**config.mk**
```make
export PLATFORM = sky130hd
export DESIGN_NAME = bfs_level_ctrl_flat
export DESIGN_NICKNAME = d
export VERILOG_FILES = /design/src/rtl/bfs_level_ctrl_if.sv /design/src/rtl/bfs_level_ctrl.sv /design/src/flat_wrapper.sv
export SDC_FILE = /design/constraint.sdc
export NUM_CORES = 1
export LEC_CHECK = 0
export CAP_MARGIN = 25
export CORE_AREA = 2 2 142 144
export DETAILED_ROUTE_END_ITERATION = 10
export DIE_AREA = 0 0 144 146
export PLACE_DENSITY = 0.69
export SLEW_MARGIN = 30
export SYNTH_ARGS = -nofsm -noshare
export SYNTH_HDL_FRONTEND = slang
export SYNTH_SLANG_ARGS = --single-unit
```
**constraint.sdc**
```tcl
create_clock -name gt_txusrclk -period 3.41 [get_ports gt_txusrclk]
set_clock_uncertainty 0.1 [all_clocks]
set_input_delay 0.5115 -clock gt_txusrclk [delete_from_list [all_inputs] [get_ports gt_txusrclk]]
set_output_delay 0.5115 -clock gt_txusrclk [all_outputs]
set_load 0.01 [all_outputs]
```
**src/rtl/bfs_level_ctrl_if.sv**
```systemverilog
// Root-injection handshake between the BFS level controller and the frontier queue.
interface bfs_level_ctrl_if #(
    parameter int unsigned VID_W = 32
);
    logic             root_valid;
    logic             root_ready;
    logic [VID_W-1:0] root_data;

    // Controller side: offers the root vertex.
    modport master (
        output root_valid,
        output root_data,
        input  root_ready
    );

    // Frontier-queue side: accepts the root vertex.
    modport slave (
        input  root_valid,
        input  root_data,
        output root_ready
    );
endinterface

```
**src/rtl/bfs_level_ctrl.sv**
```systemverilog
// BFS level-synchronous traversal controller: injects the root, opens each level,
// gathers per-PE completion and new-vertex counts, and decides when traversal ends.
module bfs_level_ctrl #(
    parameter int unsigned NUM_PE = 4,
    parameter int unsigned VID_W  = 32,
    parameter int unsigned LVL_W  = 16
) (
    input  logic              gt_txusrclk,
    input  logic              peripheral_aresetn,
    input  logic              start,
    input  logic [VID_W-1:0]  root_vid,
    input  logic [LVL_W-1:0]  max_level,
    bfs_level_ctrl_if.master  root,
    output logic              level_start,
    input  logic [NUM_PE-1:0] pe_done,
    input  logic [NUM_PE-1:0] upd_fire,
    output logic [1:0]        status,
    output logic [LVL_W-1:0]  level,
    output logic [VID_W-1:0]  visited_cnt,
    output logic              err
);

    localparam int unsigned PcW = $clog2(NUM_PE + 1);

    typedef enum logic [2:0] {
        StIdle,
        StInject,
        StScatter,
        StSync,
        StDone
    } state_e;

    state_e            state_q, state_d;
    logic [VID_W-1:0]  root_q, root_d;
    logic [LVL_W-1:0]  max_q, max_d;
    logic [LVL_W-1:0]  level_q, level_d;
    logic [VID_W-1:0]  vis_q, vis_d;
    logic [VID_W-1:0]  next_q, next_d;
    logic [NUM_PE-1:0] done_q, done_d;
    logic              first_q, first_d;
    logic              err_q, err_d;
    logic [LVL_W-1:0]  level_inc;

    function automatic logic [PcW-1:0] popcount(input logic [NUM_PE-1:0] v);
        logic [PcW-1:0] c;
        c = '0;
        for (int i = 0; i < int'(NUM_PE); i++) begin
            c = c + PcW'(v[i]);
        end
        return c;
    endfunction

    // Counts stick at all-ones rather than wrapping.
    function automatic logic [VID_W-1:0] sat_add(input logic [VID_W-1:0] a,
                                                 input logic [VID_W-1:0] b);
        logic [VID_W:0] s;
        s = {1'b0, a} + {1'b0, b};
        return s[VID_W] ? '1 : s[VID_W-1:0];
    endfunction

    assign level_inc = level_q + LVL_W'(1);

    // Next-state logic: traversal sequencing, counting and error tracking.
    always_comb begin
        state_d = state_q;
        root_d  = root_q;
        max_d   = max_q;
        level_d = level_q;
        vis_d   = vis_q;
        next_d  = next_q;
        done_d  = done_q;
        first_d = 1'b0;
        err_d   = err_q;

        // Update pulses are only meaningful while PEs are scattering.
        if (state_q != StScatter && (|upd_fire)) begin
            err_d = 1'b1;
        end

        case (state_q)
            StIdle: begin
                if (start) begin
                    root_d  = root_vid;
                    max_d   = max_level;
                    state_d = StInject;
                end
            end
            StInject: begin
                if (root.root_ready) begin
                    level_d = '0;
                    vis_d   = VID_W'(1);
                    next_d  = '0;
                    first_d = 1'b1;
                    state_d = StScatter;
                end
            end
            StScatter: begin
                next_d = sat_add(next_q, VID_W'(popcount(upd_fire)));
                if (first_q) begin
                    // Opening cycle: forget the previous level's completions.
                    done_d = '0;
                end else begin
                    done_d = done_q | pe_done;
                    if (&(done_q | pe_done)) begin
                        state_d = StSync;
                    end
                end
            end
            StSync: begin
                vis_d = sat_add(vis_q, next_q);
                if (next_q == '0 || (max_q != '0 && level_inc == max_q)) begin
                    state_d = StDone;
                end else begin
                    level_d = level_inc;
                    next_d  = '0;
                    first_d = 1'b1;
                    state_d = StScatter;
                end
            end
            StDone: begin
                if (start) begin
                    // A stray pulse in the restart cycle still counts as an error.
                    err_d   = |upd_fire;
                    root_d  = root_vid;
                    max_d   = max_level;
                    state_d = StInject;
                end
            end
            default: begin
                state_d = StIdle;
            end
        endcase
    end

    // State and datapath registers with asynchronous active-low reset.
    always_ff @(posedge gt_txusrclk or negedge peripheral_aresetn) begin
        if (!peripheral_aresetn) begin
            state_q <= StIdle;
            root_q  <= '0;
            max_q   <= '0;
            level_q <= '0;
            vis_q   <= '0;
            next_q  <= '0;
            done_q  <= '0;
            first_q <= 1'b0;
            err_q   <= 1'b0;
        end else begin
            state_q <= state_d;
            root_q  <= root_d;
            max_q   <= max_d;
            level_q <= level_d;
            vis_q   <= vis_d;
            next_q  <= next_d;
            done_q  <= done_d;
            first_q <= first_d;
            err_q   <= err_d;
        end
    end

    // Outputs decoded from registered state only.
    always_comb begin
        unique case (state_q)
            StIdle:    status = 2'd0;
            StInject:  status = 2'd1;
            StScatter: status = 2'd1;
            StSync:    status = 2'd2;
            StDone:    status = 2'd3;
            default:   status = 2'd0;
        endcase
    end

    assign root.root_valid = (state_q == StInject);
    assign root.root_data  = root_q;
    assign level_start     = (state_q == StScatter) && first_q;
    assign level           = level_q;
    assign visited_cnt     = vis_q;
    assign err             = err_q;

endmodule

```
**src/flat_wrapper.sv**
```systemverilog
// flat-port wrapper written by rule: the top's interface ports become plain ports
module bfs_level_ctrl_flat 
#(
    parameter int unsigned NUM_PE = 4,
    parameter int unsigned VID_W  = 32,
    parameter int unsigned LVL_W  = 16
)
  (gt_txusrclk, peripheral_aresetn, start, root_vid, max_level, level_start, pe_done, upd_fire, status, level, visited_cnt, err, root_root_valid, root_root_data, root_root_ready);
  bfs_level_ctrl_if #(.VID_W(VID_W)) root_i ();
  input  logic gt_txusrclk;
  input  logic peripheral_aresetn;
  input  logic start;
  input  logic [VID_W-1:0] root_vid;
  input  logic [LVL_W-1:0] max_level;
  output logic level_start;
  input  logic [NUM_PE-1:0] pe_done;
  input  logic [NUM_PE-1:0] upd_fire;
  output logic [1:0] status;
  output logic [LVL_W-1:0] level;
  output logic [VID_W-1:0] visited_cnt;
  output logic err;
  output wire logic [$bits(root_i.root_valid)-1:0] root_root_valid;
  output wire logic [$bits(root_i.root_data)-1:0] root_root_data;
  input wire logic [$bits(root_i.root_ready)-1:0] root_root_ready;
  assign root_root_valid = root_i.root_valid;
  assign root_root_data = root_i.root_data;
  assign root_i.root_ready = root_root_ready;
  bfs_level_ctrl #(.NUM_PE(NUM_PE), .VID_W(VID_W), .LVL_W(LVL_W)) u_core (.gt_txusrclk(gt_txusrclk), .peripheral_aresetn(peripheral_aresetn), .start(start), .root_vid(root_vid), .max_level(max_level), .root(root_i), .level_start(level_start), .pe_done(pe_done), .upd_fire(upd_fire), .status(status), .level(level), .visited_cnt(visited_cnt), .err(err));
endmodule
```
==> Word level (Yosys, flattened, before mapping) <==
Index checks and enable logic that the tools add are counted.
{ "word_totals": {"ff_bits": 137, "inputBits": 60, "output_inout_bits": 85, "elab_cells": 69} }
{ "classes": {"add_sub_neg": 6, "n_eq_ne": 11, "mux": 24, "bitwise": 1, "n_reduce_logical": 18} }
{ "op_table": {"columns": ["operator", "count"], "rows": [
  ["$mux W32", 5],
  ["$pmux W32 S3", 1],
  ["$pmux W32 S2", 1],
  ["$add A32 B3 Y33", 1],
  ["$add A32 B32 Y33", 1],
  ["$logic_not A32 Y1", 1],
  ["$mux W16", 2],
  ["$pmux W16 S2", 1],
  ["$add A16 B1 Y16 const B", 1],
  ["$eq A16 B16 Y1", 1],
  ["$reduce_bool A16 Y1", 1],
  ["$mux W3", 5],
  ["$pmux W3 S4", 1],
  ["$reduce_and A4 Y1", 2],
  ["$add A3 B1 Y3", 2],
  ["$eq A3 B2 Y1 const B", 2],
  ["$ne A2 B1 Y1 const B", 3],
  ["$pmux W2 S3", 1],
  ["$reduce_and A3 Y1", 2],
  ["$mux W1", 5],
  ["$mux W4", 1],
  ["$ne A2 B2 Y1 const B", 2],
  ["$or A4 B4 Y4", 1],
  ["$reduce_and A2 Y1", 2],
  ["other kinds (12)", 15]
]} }

==> Depth between registers and ports, before layout <==
Gate-level depths: netlist of the first run.
{ "logic_depth": {"ltp_word": 6, "ltp_mapped": 17} }

==> Worst setup path before layout of the first run <==
OpenSTA, ideal clock, no wires.
{ "synth_timing": {"path_kind": "input port to flip-flop", "start": "input port upd_fire[0]", "end": "register u_core.next_q[18]", "setup_ns": 0.065, "t_arrival_ns": 3.560, "required_time_ns": 3.245, "path_slack_ns": -0.315, "path_stages": 16, "cell_sequence": "inv_1 ha_1 inv_1 fa_1 inv_1 ha_1 inv_1 fa_1 nor2b_1 o21ai_0 nor2_1 nand2_1 or4_1 clkbuf_1 a31oi_1 o22a_1"} }
{ "synth_between": {"elab_chain_cells": 6} }
{ "synth_rtl": {"columns": ["item", "line", "rtl"], "rows": [
  ["start: declaration", "flat_wrapper.sv:17", "input logic [NUM_PE-1:0] upd_fire;"],
  ["$add A1 B1 Y2", "bfs_level_ctrl.sv:48", "c = c + PcW'(v[i]);"],
  ["$add A3 B1 Y3 (2 in series)", "bfs_level_ctrl.sv:48", null],
  ["$add A32 B3 Y33", "bfs_level_ctrl.sv:57", "s = {1'b0, a} + {1'b0, b};"],
  ["$mux W32", "bfs_level_ctrl.sv:58", "return s[VID_W] ? '1 : s[VID_W-1:0];"],
  ["$pmux W32 S3", "bfs_level_ctrl.sv:80", "case (state_q)"],
  ["end signal: assignment", "bfs_level_ctrl.sv:153", "next_q <= next_d;"],
  ["end: declaration", "bfs_level_ctrl.sv:38", "logic [VID_W-1:0] next_q, next_d;"]
]} }
Every way passes these cells.
A chain may end at the register's enable or synchronous reset.

==> Worst setup path in the final report of the first run <==
{ "layout_timing": {"start": "input port upd_fire[0]", "end": "register u_core.next_q[6]"} }
Same word-level chain as after synthesis.

==> results of run 1 <==
[metal layers]
metal | up-vias | routed length [um]
li1 | 3683 | -
met1 | 3686 | 10600
met2 | 131 | 11500
met3 | 26 | 763
met4 | 0 | 364
met5 | - | 0
[Yosys cell counts (5+ instances only)]
cell type,count
a211oi_1,12
a21o_1,11
a21oi_1,52
a22o_1,7
a31oi_1,13
a41oi_1,5
and2_1,7
and3_1,12
clkbuf_1,28
dfrtp_1,137
ha_1,39
inv_1,29
mux2_2,50
mux2i_1,11
nand2_1,115
nand2b_1,9
nand3_1,22
nand4_1,17
nor2_1,63
nor3_1,16
nor4_1,21
o211ai_1,7
o21ai_0,86
o22a_1,11
o31ai_1,7
xnor2_1,33
xor2_1,16
[per-stage QoR]
step,instances,area (sq um),utilization,hold WS [ps]
after global routing,1361,11100,0.574,107
after floorplan,911,8480,-,116
after global placement,1316,10400,0.535,376
after detailed placement,1316,10400,0.535,383
final,1361,11100,0.574,37.8
after CTS,1359,11000,0.570,67.6
[area by class of cell]
cell class | count | area [sq um]
Timing Repair Buffer | 190 | 1820
Fill cell | 1731 | 8240
Multi-Input combinational cell | 707 | 4830
Clock buffer | 18 | 439
Tap cell | 265 | 332
Clock inverter | 14 | 128
Sequential cell | 137 | 3430
Inverter | 30 | 118
[repair_timing]
| action | in CTS | in global routing |
|---|---|---|
| gates cloned | 1 | 0 |
| setup endpoints to repair | 32 | 39 |
| resized for setup | 7 | 27 |
| buffers inserted | 10 | 2 |
| pin swaps | 6 | 13 |
[flip-flops by register name (all words and copies together), names as in the netlist]
name                   flops
u_core.max_q              16
u_core.level              16
u_core.first_q             1
u_core.state_q             3
u_core.err                 1
u_core.done_q              4
u_core.visited_cnt        32
u_core.next_q             32
u_core.root.root_data     32
[worst max-delay path: stages]
cell      delay [ps]
clkbuf_2         100
inv_2             40
ha_4             250
inv_2             30
fa_1             440
inv_1             80
ha_2             180
inv_2             40
fa_2             380
nor2b_4          170
o21ai_2           80
buf_4            140
buf_4            120
buf_4            120
buf_4            120
buf_4            120
buf_4            120
buf_4            120
nand2_1           50
nand2_1           60
a22o_1           170
[layout by cell type, fill, tap and decap left out, drive strengths merged, types with 9 or more instances in the layout]
cell / Yosys / layout
a21o: 11 / 11
inv: 30 / 40
nand3: 23 / 23
a31oi: 13 / 13
and3: 13 / 13
a211oi: 12 / 12
nor2: 63 / 63
nor3: 16 / 16
nor4: 21 / 21
clkbuf: 28 / 20
ha: 39 / 39
xnor2: 33 / 33
nand4: 18 / 18
mux2: 51 / 51
clkdlybuf4s50: 0 / 139
a21oi: 52 / 52
buf: 10 / 47
mux2i: 11 / 11
xor2: 16 / 16
nand2: 116 / 116
o21ai: 87 / 87
o22a: 11 / 11
nand2b: 9 / 9
dfrtp: 137 / 137
and2: 10 / 10
[kinds of logic (layout without fill, tap and decap cells)]
| family | Yosys count | in the layout | share of synthesized area |
|---|---|---|---|
| adders and majority gates | 42 | 42 | 0.0651 |
| xor gates and xnor gates | 49 | 49 | 0.0510 |
| DFF | 137 | 137 | 0.407 |
| AOI/OAI and AO/OA | 249 | 249 | 0.187 |
| buffers and inverters | 68 | 252 | 0.0348 |
| muxes | 62 | 62 | 0.0817 |
| and+or+nand+nor | 304 | 305 | 0.173 |
[final timing paths]
| check | from | end | slack, ps | cells past startpoint |
|---|---|---|---|---|
| worst max-delay path | upd_fire[0] | u_core.next_q[6] | 150 | 21 |
| max in group asynchronous | peripheral_aresetn | u_core.max_q[1] | 2320 | 2 |
| min in group gt_txusrclk | upd_fire[3] | u_core.err | 390 | 4 |
| worst min-delay path | peripheral_aresetn | u_core.visited_cnt[7] | 40 | 1 |
| worst min register to register | u_core.done_q[1] | u_core.done_q[1] | 400 | 2 |
| worst max register to register | u_core.level[0] | u_core.next_q[22] | 270 | 12 |
[report_power, final]
group	total (W)	switching, W	internal (W)
Clock	0.00181	0.000826	0.000983
Combinational	0.00391	0.00196	0.00195
Sequential	0.00271	0.000535	0.00218
==> flow_metrics.env, run 1 <==
export IMPL_syn_inst=911
export IMPL_floorplan_die_area_sq_um=21000
export IMPL_die_w_um=144
export IMPL_pwr_density_cell_nw_per_um2=760
export IMPL_ys_flop_type="dfrtp_1"
export IMPL_synthesis_yosys_warnings=0
export IMPL_fp_dieH_um=146
export IMPL_cts_tree="done"
export IMPL_finalWeightedCongestion=0.881
export IMPL_maxSlewHeadroom=0.438
export IMPL_avgSynthCellArea_sq_um=9.25
export IMPL_max_vdd_ir_drop_v=0.000399
export IMPL_number_of_flops_mapped_to_enable_cells_by_yosys=0
export IMPL_grt_first_pass_wirelength_um=38400
export IMPL_worst_setup_path_start_kind="primary input"
export IMPL_gr_total_overflow=0
export IMPL_critPathMaxFanout=3
export IMPL_grt_start_max_net_pins=80
export IMPL_rsz_0062_raised_after_global_routing="false"
export IMPL_post_route_cells_drive_above_1_share=0.159
export IMPL_min_path_type="in2async"
export IMPL_row_count=51
export IMPL_nNetsFinal=1185
export IMPL_ys_async_sr_fraction=1.00
export IMPL_synth_top_cell_by_area="dfrtp_1"
export IMPL_post_route_min_period_ps=3260
export IMPL_ys_top_cells_by_area="dfrtp_1, mux2_2, ha_1"
export IMPL_worstSetupEndpointType="flip-flop"
export IMPL_preCtsSetupSlack_ps=-679
export IMPL_fmaxAchievable_mhz=307
export IMPL_area_growth_syn_to_layout_pct=31.7
export IMPL_detailedPlacementHpwl_um=16800
export IMPL_grtUsageMet3=0.0369
export IMPL_drt_first_iter_violations=400
export IMPL_total_power_w=0.00843
export IMPL_yosys_register_bits=137
export IMPL_post_drt_wl_per_cell_um=17.1
export IMPL_fin_tns_setup_ps=0
export IMPL_start_util=0.436
export IMPL_mappedNetlistArea_sq_um=8420
export IMPL_gr_max_usage_layer="met2"
export IMPL_grt_util_all_layers=0.226
export IMPL_vias_per_cell=5.53
export IMPL_cts_hold_buf=0
export IMPL_wirelength_um=23300
export IMPL_setup_violations_final=0
export IMPL_synth_fp_nets=1013
export IMPL_clk_latency_ps=430
export IMPL_fp_coreArea_sq_um=19300
export IMPL_cts_root_buf="clkbuf_16"
export IMPL_worst_setup_path_type="in2reg"
export IMPL_required_time_of_the_critical_path_ps=3620
export IMPL_groute_layer_met1_usage=0.303
export IMPL_synth_top_area_frac=0.407
export IMPL_io_pin_count=145
export IMPL_clockBufferDepth=2
export IMPL_final_critical_path_setup_slack_ps=155
export IMPL_arrival_time_reported_for_the_critical_path_endpoint_ps=3470
export IMPL_gr_usage_met2=0.378
export IMPL_pre_antenna_drt_iters=4
export IMPL_slew_violations=0
export IMPL_cts_htree_levels=4
export IMPL_period_share=0.955
export IMPL_first_global_vias=7396
export IMPL_remaining_drc_errors=0
export IMPL_netlist_cell_type_count=72
export IMPL_clkTransAtPathRegs_ps=60
export IMPL_routed_via_count=7526
export IMPL_power_leakage_nw=4.93
export IMPL_final_antenna_net_count=0
export IMPL_clock_sink_count=137
export IMPL_antenna_found_initial=0
export IMPL_outcome="completed"
export IMPL_worst_slew_pin_transition_ps=843
export IMPL_buffer_ports_inserted=144
export IMPL_drv_cap=0
export IMPL_antenna_diode_instance_count=0
export IMPL_synth_yosys_seq_area_share=0.407
export IMPL_tritoncts_num_buffers=17
export IMPL_final_hold_violation_count=0
Power figures use the tool's default switching activity.
==> inputs of run 2 (changes only) <==
Settings changed: CELL_PAD_IN_SITES_DETAIL_PLACEMENT set to 0, CELL_PAD_IN_SITES_GLOBAL_PLACEMENT set to 1, CORE_AREA 2 2 142 144 to 2 2 147 149, CTS_CLUSTER_DIAMETER set to 120, DIE_AREA 0 0 144 146 to 0 0 149 151, PLACE_DENSITY 0.69 to 0.82.
==> run 2 against run 1 <==
- routed wire length rose by 0.65%
- global-route usage down 1.5 points
- via count decreased by 0.13%
- maximum frequency grew 0.52%
- worst hold slack improved by 360 ps
- final area increased by 0.99%
- clock power rose by 7%
- critical path depth fell by 5
==> flow_metrics.env, run 2 (same netlist as run 1, synthesis figures left out) <==
export IMPL_outcome="completed"
export IMPL_cp_num_buf_inv=5
export IMPL_required_time_of_the_critical_path_ps=3680
export IMPL_final_hold_violation_count=0
export IMPL_hold_path_startpoint="u_core.done_q[2]"
export IMPL_gr_total_overflow=0
export IMPL_post_drt_wl_per_cell_um=17.1
export IMPL_cts_htree_levels=4
export IMPL_drv_cap=0
export IMPL_nNetsFinal=1188
export IMPL_cts_tree="done"
export IMPL_place_area_sq_um=10400
export IMPL_worstSetupEndpointType="flip-flop"
export IMPL_maxSlewHeadroom=0.401
export IMPL_drt_first_iter_violations=348
export IMPL_slew_violations=0
export IMPL_setup_violations_final=0
export IMPL_groute_layer_met1_usage=0.280
export IMPL_ff2ff_path_depth=11
export IMPL_pre_antenna_drt_iters=6
export IMPL_antenna_found_initial=0
export IMPL_fin_tns_setup_ps=0
export IMPL_antenna_diode_instance_count=0
export IMPL_grt_first_pass_wirelength_um=37900
export IMPL_worstReg2RegEnd="u_core.visited_cnt[13]"
export IMPL_timing_hold_worst_path_depth=2
export IMPL_clk_latency_ps=430
export IMPL_first_global_vias=7313
export IMPL_floorplan_die_area_sq_um=22500
export IMPL_grt_start_max_net_pins=68
export IMPL_internal_power_w=0.00520
export IMPL_fp_dieH_um=151
export IMPL_finalWeightedCongestion=0.845
export IMPL_period_share=0.950
export IMPL_clockBufferDepth=2
export IMPL_net_switching_power_w=0.00340
export IMPL_min_to="u_core.done_q[2]"
export IMPL_die_w_um=149
export IMPL_critical_path_top_cell_by_count="inv_1"
export IMPL_post_route_min_period_ps=3240
export IMPL_cpMaxStageDelayCell="or4_4"
export IMPL_gr_usage_met2=0.358
export IMPL_nFillCells=1967
export IMPL_row_count=53
export IMPL_final_antenna_net_count=0
export IMPL_layout_cells_most_common_list="clkdlybuf4s50_1, dfrtp_1, nand2_1, o21ai_0, nor2_1"
export IMPL_cts_root_buf="clkbuf_16"
export IMPL_tritoncts_num_buffers=17
export IMPL_wirelength_um=23400
export IMPL_gr_max_usage_layer="met2"
export IMPL_critPathMaxFanout=6
export IMPL_worst_setup_path_type="in2reg"
export IMPL_fmaxAchievable_mhz=309
export IMPL_post_route_cells_drive_above_1_share=0.160
export IMPL_detailedPlacementHpwl_um=17100
export IMPL_routed_via_count=7516
export IMPL_clock_sink_count=137
export IMPL_remaining_drc_errors=0
export IMPL_power_leakage_nw=4.98
export IMPL_max_vdd_ir_drop_v=0.000448
export IMPL_slowest_delay_ps=500
export IMPL_cp_cell_sequence="dlygate4sd2_1 -> inv_1 -> ha_1 -> inv_2 -> fa_1 -> inv_1 -> ha_2 -> inv_1 -> fa_2 -> nor2b_4 -> o21ai_2 -> nor2_2 -> nand2_2 -> or4_4 -> a31oi_1 -> o22a_1"
export IMPL_area_growth_syn_to_layout_pct=33.0
export IMPL_multi_input_comb_area_sq_um=4870
export IMPL_layout_area_seq_sq_um=3430
export IMPL_pwr_density_cell_nw_per_um2=768
export IMPL_total_power_w=0.00860
export IMPL_top_delay_family_on_crit_path="adder cells"
export IMPL_design_area_sq_um=11200
export IMPL_arrival_time_reported_for_the_critical_path_endpoint_ps=3510
export IMPL_seqPwrFrac=0.316
export IMPL_vias_per_cell=5.47
export IMPL_p_clk_frac=0.226
export IMPL_hold_worst_slack_ps=401
export IMPL_min_path_type="reg2reg"
export IMPL_worst_setup_path_start_kind="primary input"
export IMPL_setup_reg_to_reg_worst_slack_ps=200
export IMPL_io_pin_count=145
export IMPL_part_of_the_total_power_dissipated_in_combinational_logic=0.458
export IMPL_reg2reg_from="u_core.visited_cnt[0]"
export IMPL_grt_util_all_layers=0.211
export IMPL_most_common_cell_after_layout_fill_and_taps_aside="clkdlybuf4s50_1"
export IMPL_clkTransAtPathRegs_ps=70
export IMPL_buffer_ports_inserted=144
export IMPL_worst_slew_pin_transition_ps=899
export IMPL_grtUsageMet3=0.0328
export IMPL_rsz_0062_raised_after_global_routing="true"
export IMPL_sw_frac_of_total=0.395
export IMPL_fp_coreArea_sq_um=20800
export IMPL_start_util=0.405
## run 2: cell count changes in the layout (fill, tap and decap cells not counted), moves of 4 or more
cell | previous run | this run
inv_2 | 6 | 1
buf_4 | 42 | 46
inv_8 | 3 | 8
inv_1 | 23 | 28
## run 2: how the worst max path moves through the flow
stage	endpoint	start	slack, ps	depth (start not counted)
finish	u_core.next_q[15]	upd_fire[1]	170	16
CTS	u_core.next_q[22]	upd_fire[1]	60	16
global route	u_core.next_q[15]	upd_fire[1]	-10	16
global placement	u_core.next_q[13]	upd_fire[0]	-620	17
floorplan	u_core.next_q[18]	upd_fire[0]	-20	16
detailed placement	u_core.next_q[9]	upd_fire[0]	-710	17
## run 2: layout make-up
cell class / instances / share of cell area
repair buffers: 193 / 0.163
well taps: 275 / 0.0307
clock inverters: 15 / 0.0168
inverters: 30 / 0.0105
clock buffers: 17 / 0.0380
multi-input cells: 707 / 0.435
flip-flops and latches: 137 / 0.306
## run 2: metal layers
metal  up-vias  share of wire
met2       145           0.49
li1       3693              -
met5         -              0
met4         0          0.018
met1      3650           0.45
met3        28          0.032
## run 2: power by group through the flow
stage	Clock (W)	Sequential (W)	Combinational, W
after floorplan	0	0.00279	0.00220
after global placement	0	0.00273	0.00386
after detailed placement	0	0.00275	0.00390
after CTS	0.00198	0.00272	0.00394
after global routing	0.00205	0.00280	0.00434
final	0.00194	0.00271	0.00394
## run 2: worst register-to-register path, cell delays in order (launching register included)
cell,delay [ps]
dfrtp_1,420
ha_1,240
fa_1,400
a211oi_1,300
o211ai_1,170
a21oi_2,250
nand2_1,140
a211oi_1,290
a211oi_2,70
and2_0,370
a21oi_1,200
o21ai_0,110
## run 2: stage by stage
stage | instances | setup slack (ps) | util
CTS | 1371 | 59.0 | 0.533
finish | 1374 | 172 | 0.538
detailed placement | 1335 | -709 | 0.500
global route | 1374 | -12.2 | 0.538
floorplan | 911 | -19.1 | -
global placement | 1335 | -618 | 0.500
## run 2: timing repair
| item | in CTS | in global routing |
|---|---|---|
| pin swaps | 8 | 15 |
| cloned | 1 | 0 |
| buffers inserted | 2 | 3 |
| hold buffers | 1 | 0 |
| endpoints found under the setup margin | 32 | 33 |
| hold endpoints to repair | 1 | 0 |
| gates resized for setup | 8 | 23 |
==> inputs of run 3 (changes only) <==
Settings changed: SKIP_CTS_REPAIR_TIMING set to 1.
==> run 3 against run 2 <==
- critical endpoint unchanged
- setup slack worse by 47 ps
- clock-buffer cell count stayed put
- critical path type unchanged
- via count is 0.33% higher
- the flow now finishes with violations (negative hold slack)
- highest routed layer unchanged
==> flow_metrics.env, run 3 (same netlist as run 1, synthesis figures left out) <==
export IMPL_fp_dieH_um=151
export IMPL_arrival_time_reported_for_the_critical_path_endpoint_ps=3550
export IMPL_cts_htree_levels=4
export IMPL_cts_root_buf="clkbuf_16"
export IMPL_met3WireLength_um=789
export IMPL_antenna_found_initial=0
export IMPL_io_pin_count=145
export IMPL_violations="negative hold slack"
export IMPL_utilization=0.534
export IMPL_grt_util_all_layers=0.210
export IMPL_path_depth=14
export IMPL_wirelength_um=23500
export IMPL_p_clk_frac=0.227
export IMPL_outcome="complete, but fails checks"
export IMPL_final_antenna_net_count=0
export IMPL_min_path_type="in2async"
export IMPL_cp_num_buf_inv=4
export IMPL_worst_setup_path_type="in2reg"
export IMPL_row_count=53
export IMPL_vias_per_cell=5.50
export IMPL_cp_cell_sequence="clkdlybuf4s50_1 -> inv_2 -> fa_1 -> inv_1 -> ha_2 -> inv_1 -> fa_2 -> nor2b_4 -> o21ai_2 -> nor2_2 -> nand2_2 -> or4_4 -> a31oi_1 -> o22a_1"
export IMPL_setup_violations_final=0
export IMPL_clkTransAtPathRegs_ps=70
export IMPL_critical_path_top_cell_by_count="inv_1"
export IMPL_net_switching_power_w=0.00338
export IMPL_max_vdd_ir_drop_v=0.000445
export IMPL_critPathMaxFanout=6
export IMPL_slew_violations=0
export IMPL_drt_first_iter_violations=368
export IMPL_maxSlewHeadroom=0.406
export IMPL_worst_slew_pin_transition_ps=891
export IMPL_detailedPlacementHpwl_um=17100
export IMPL_pwr_density_cell_nw_per_um2=771
export IMPL_hold_worst_slack_ps=-34.6
export IMPL_required_time_of_the_critical_path_ps=3680
export IMPL_most_common_cell_after_layout_fill_and_taps_aside="clkdlybuf4s50_1"
export IMPL_preCtsSetupSlack_ps=-709
export IMPL_topRoutingLayerUsed="met4"
export IMPL_floorplan_die_area_sq_um=22500
export IMPL_period_share=0.963
export IMPL_nFillCells=1971
export IMPL_sw_frac_of_total=0.394
export IMPL_post_drt_wl_per_cell_um=17.2
export IMPL_multi_input_comb_area_sq_um=4820
export IMPL_gr_total_overflow=0
export IMPL_area_growth_syn_to_layout_pct=32.1
export IMPL_remaining_drc_errors=0
export IMPL_worstSetupEndpointType="flip-flop"
export IMPL_layout_cells_most_common_list="clkdlybuf4s50_1, dfrtp_1, nand2_1, o21ai_0, nor2_1"
export IMPL_buffer_ports_inserted=144
export IMPL_drv_cap=0
export IMPL_fp_coreArea_sq_um=20800
export IMPL_ff2ff_path_depth=11
export IMPL_place_area_sq_um=10400
export IMPL_met2_length_um=11600
export IMPL_routed_via_count=7541
export IMPL_power_leakage_nw=4.96
export IMPL_part_of_the_total_power_dissipated_in_combinational_logic=0.457
export IMPL_start_util=0.405
export IMPL_nNetsFinal=1184
export IMPL_post_route_min_period_ps=3290
export IMPL_worst_setup_path_start_kind="primary input"
export IMPL_first_global_vias=7279
export IMPL_grt_start_max_net_pins=68
export IMPL_slowest_delay_ps=600
export IMPL_seqPwrFrac=0.316
export IMPL_grt_first_pass_wirelength_um=37600
export IMPL_layout_area_seq_sq_um=3430
export IMPL_die_w_um=149
export IMPL_final_hold_violation_count=15
export IMPL_clockBufferDepth=2
export IMPL_m1WireLength_um=10700
export IMPL_design_area_sq_um=11100
export IMPL_antenna_diode_instance_count=0
export IMPL_top_delay_family_on_crit_path="simple AND/OR/NAND/NOR gates"
export IMPL_clock_sink_count=137
export IMPL_post_route_cells_drive_above_1_share=0.153
export IMPL_internal_power_w=0.00519
export IMPL_tritoncts_num_buffers=17
export IMPL_pre_antenna_drt_iters=4
export IMPL_fmaxAchievable_mhz=304
export IMPL_cts_tree="done"
export IMPL_final_critical_path_setup_slack_ps=125
export IMPL_cpMaxStageDelayCell="or4_4"
export IMPL_clk_latency_ps=440
export IMPL_finalWeightedCongestion=0.845
[run 3: final timing paths]
path	start	end	slack (ps)
worst max-delay path	upd_fire[3]	u_core.next_q[15]	120
min in group gt_txusrclk	upd_fire[2]	u_core.err	370
worst min-delay path	peripheral_aresetn	u_core.visited_cnt[13]	-30
worst max register to register	u_core.visited_cnt[0]	u_core.visited_cnt[13]	200
max in group asynchronous	peripheral_aresetn	u_core.level[15]	2470
worst min register to register	u_core.done_q[1]	u_core.done_q[1]	400
[run 3: routing by layer]
layer / vias up / global-route usage
li1: 3687 / -
met1: 3673 / 0.277
met2: 153 / 0.356
met3: 28 / 0.0328
met4: 0 / 0.0633
met5: - / 0
[run 3: cell type report]
class	instances	share of cell area
well taps	275	0.0309
inverters	30	0.0106
repair buffers	189	0.162
flip-flops and latches	137	0.308
clock inverters	15	0.0169
clock buffers	17	0.0382
multi-input cells	707	0.433
[run 3: per-stage QoR]
step / setup TNS (ps) / instances / power [W]
after floorplan: -38.0 / 911 / 0.00499
after global placement: -16910 / 1335 / 0.00659
after detailed placement: -19580 / 1335 / 0.00665
after CTS: -5260 / 1367 / 0.00863
after global routing: -15.6 / 1370 / 0.00917
final: 0 / 1370 / 0.00858
[run 3: power groups by stage]
stage / Combinational, W / Sequential [W] / Clock (W)
after CTS: 0.00393 / 0.00272 / 0.00198
after floorplan: 0.00220 / 0.00279 / 0
final: 0.00392 / 0.00271 / 0.00194
after global placement: 0.00386 / 0.00273 / 0
after detailed placement: 0.00390 / 0.00275 / 0
after global routing: 0.00432 / 0.00280 / 0.00205
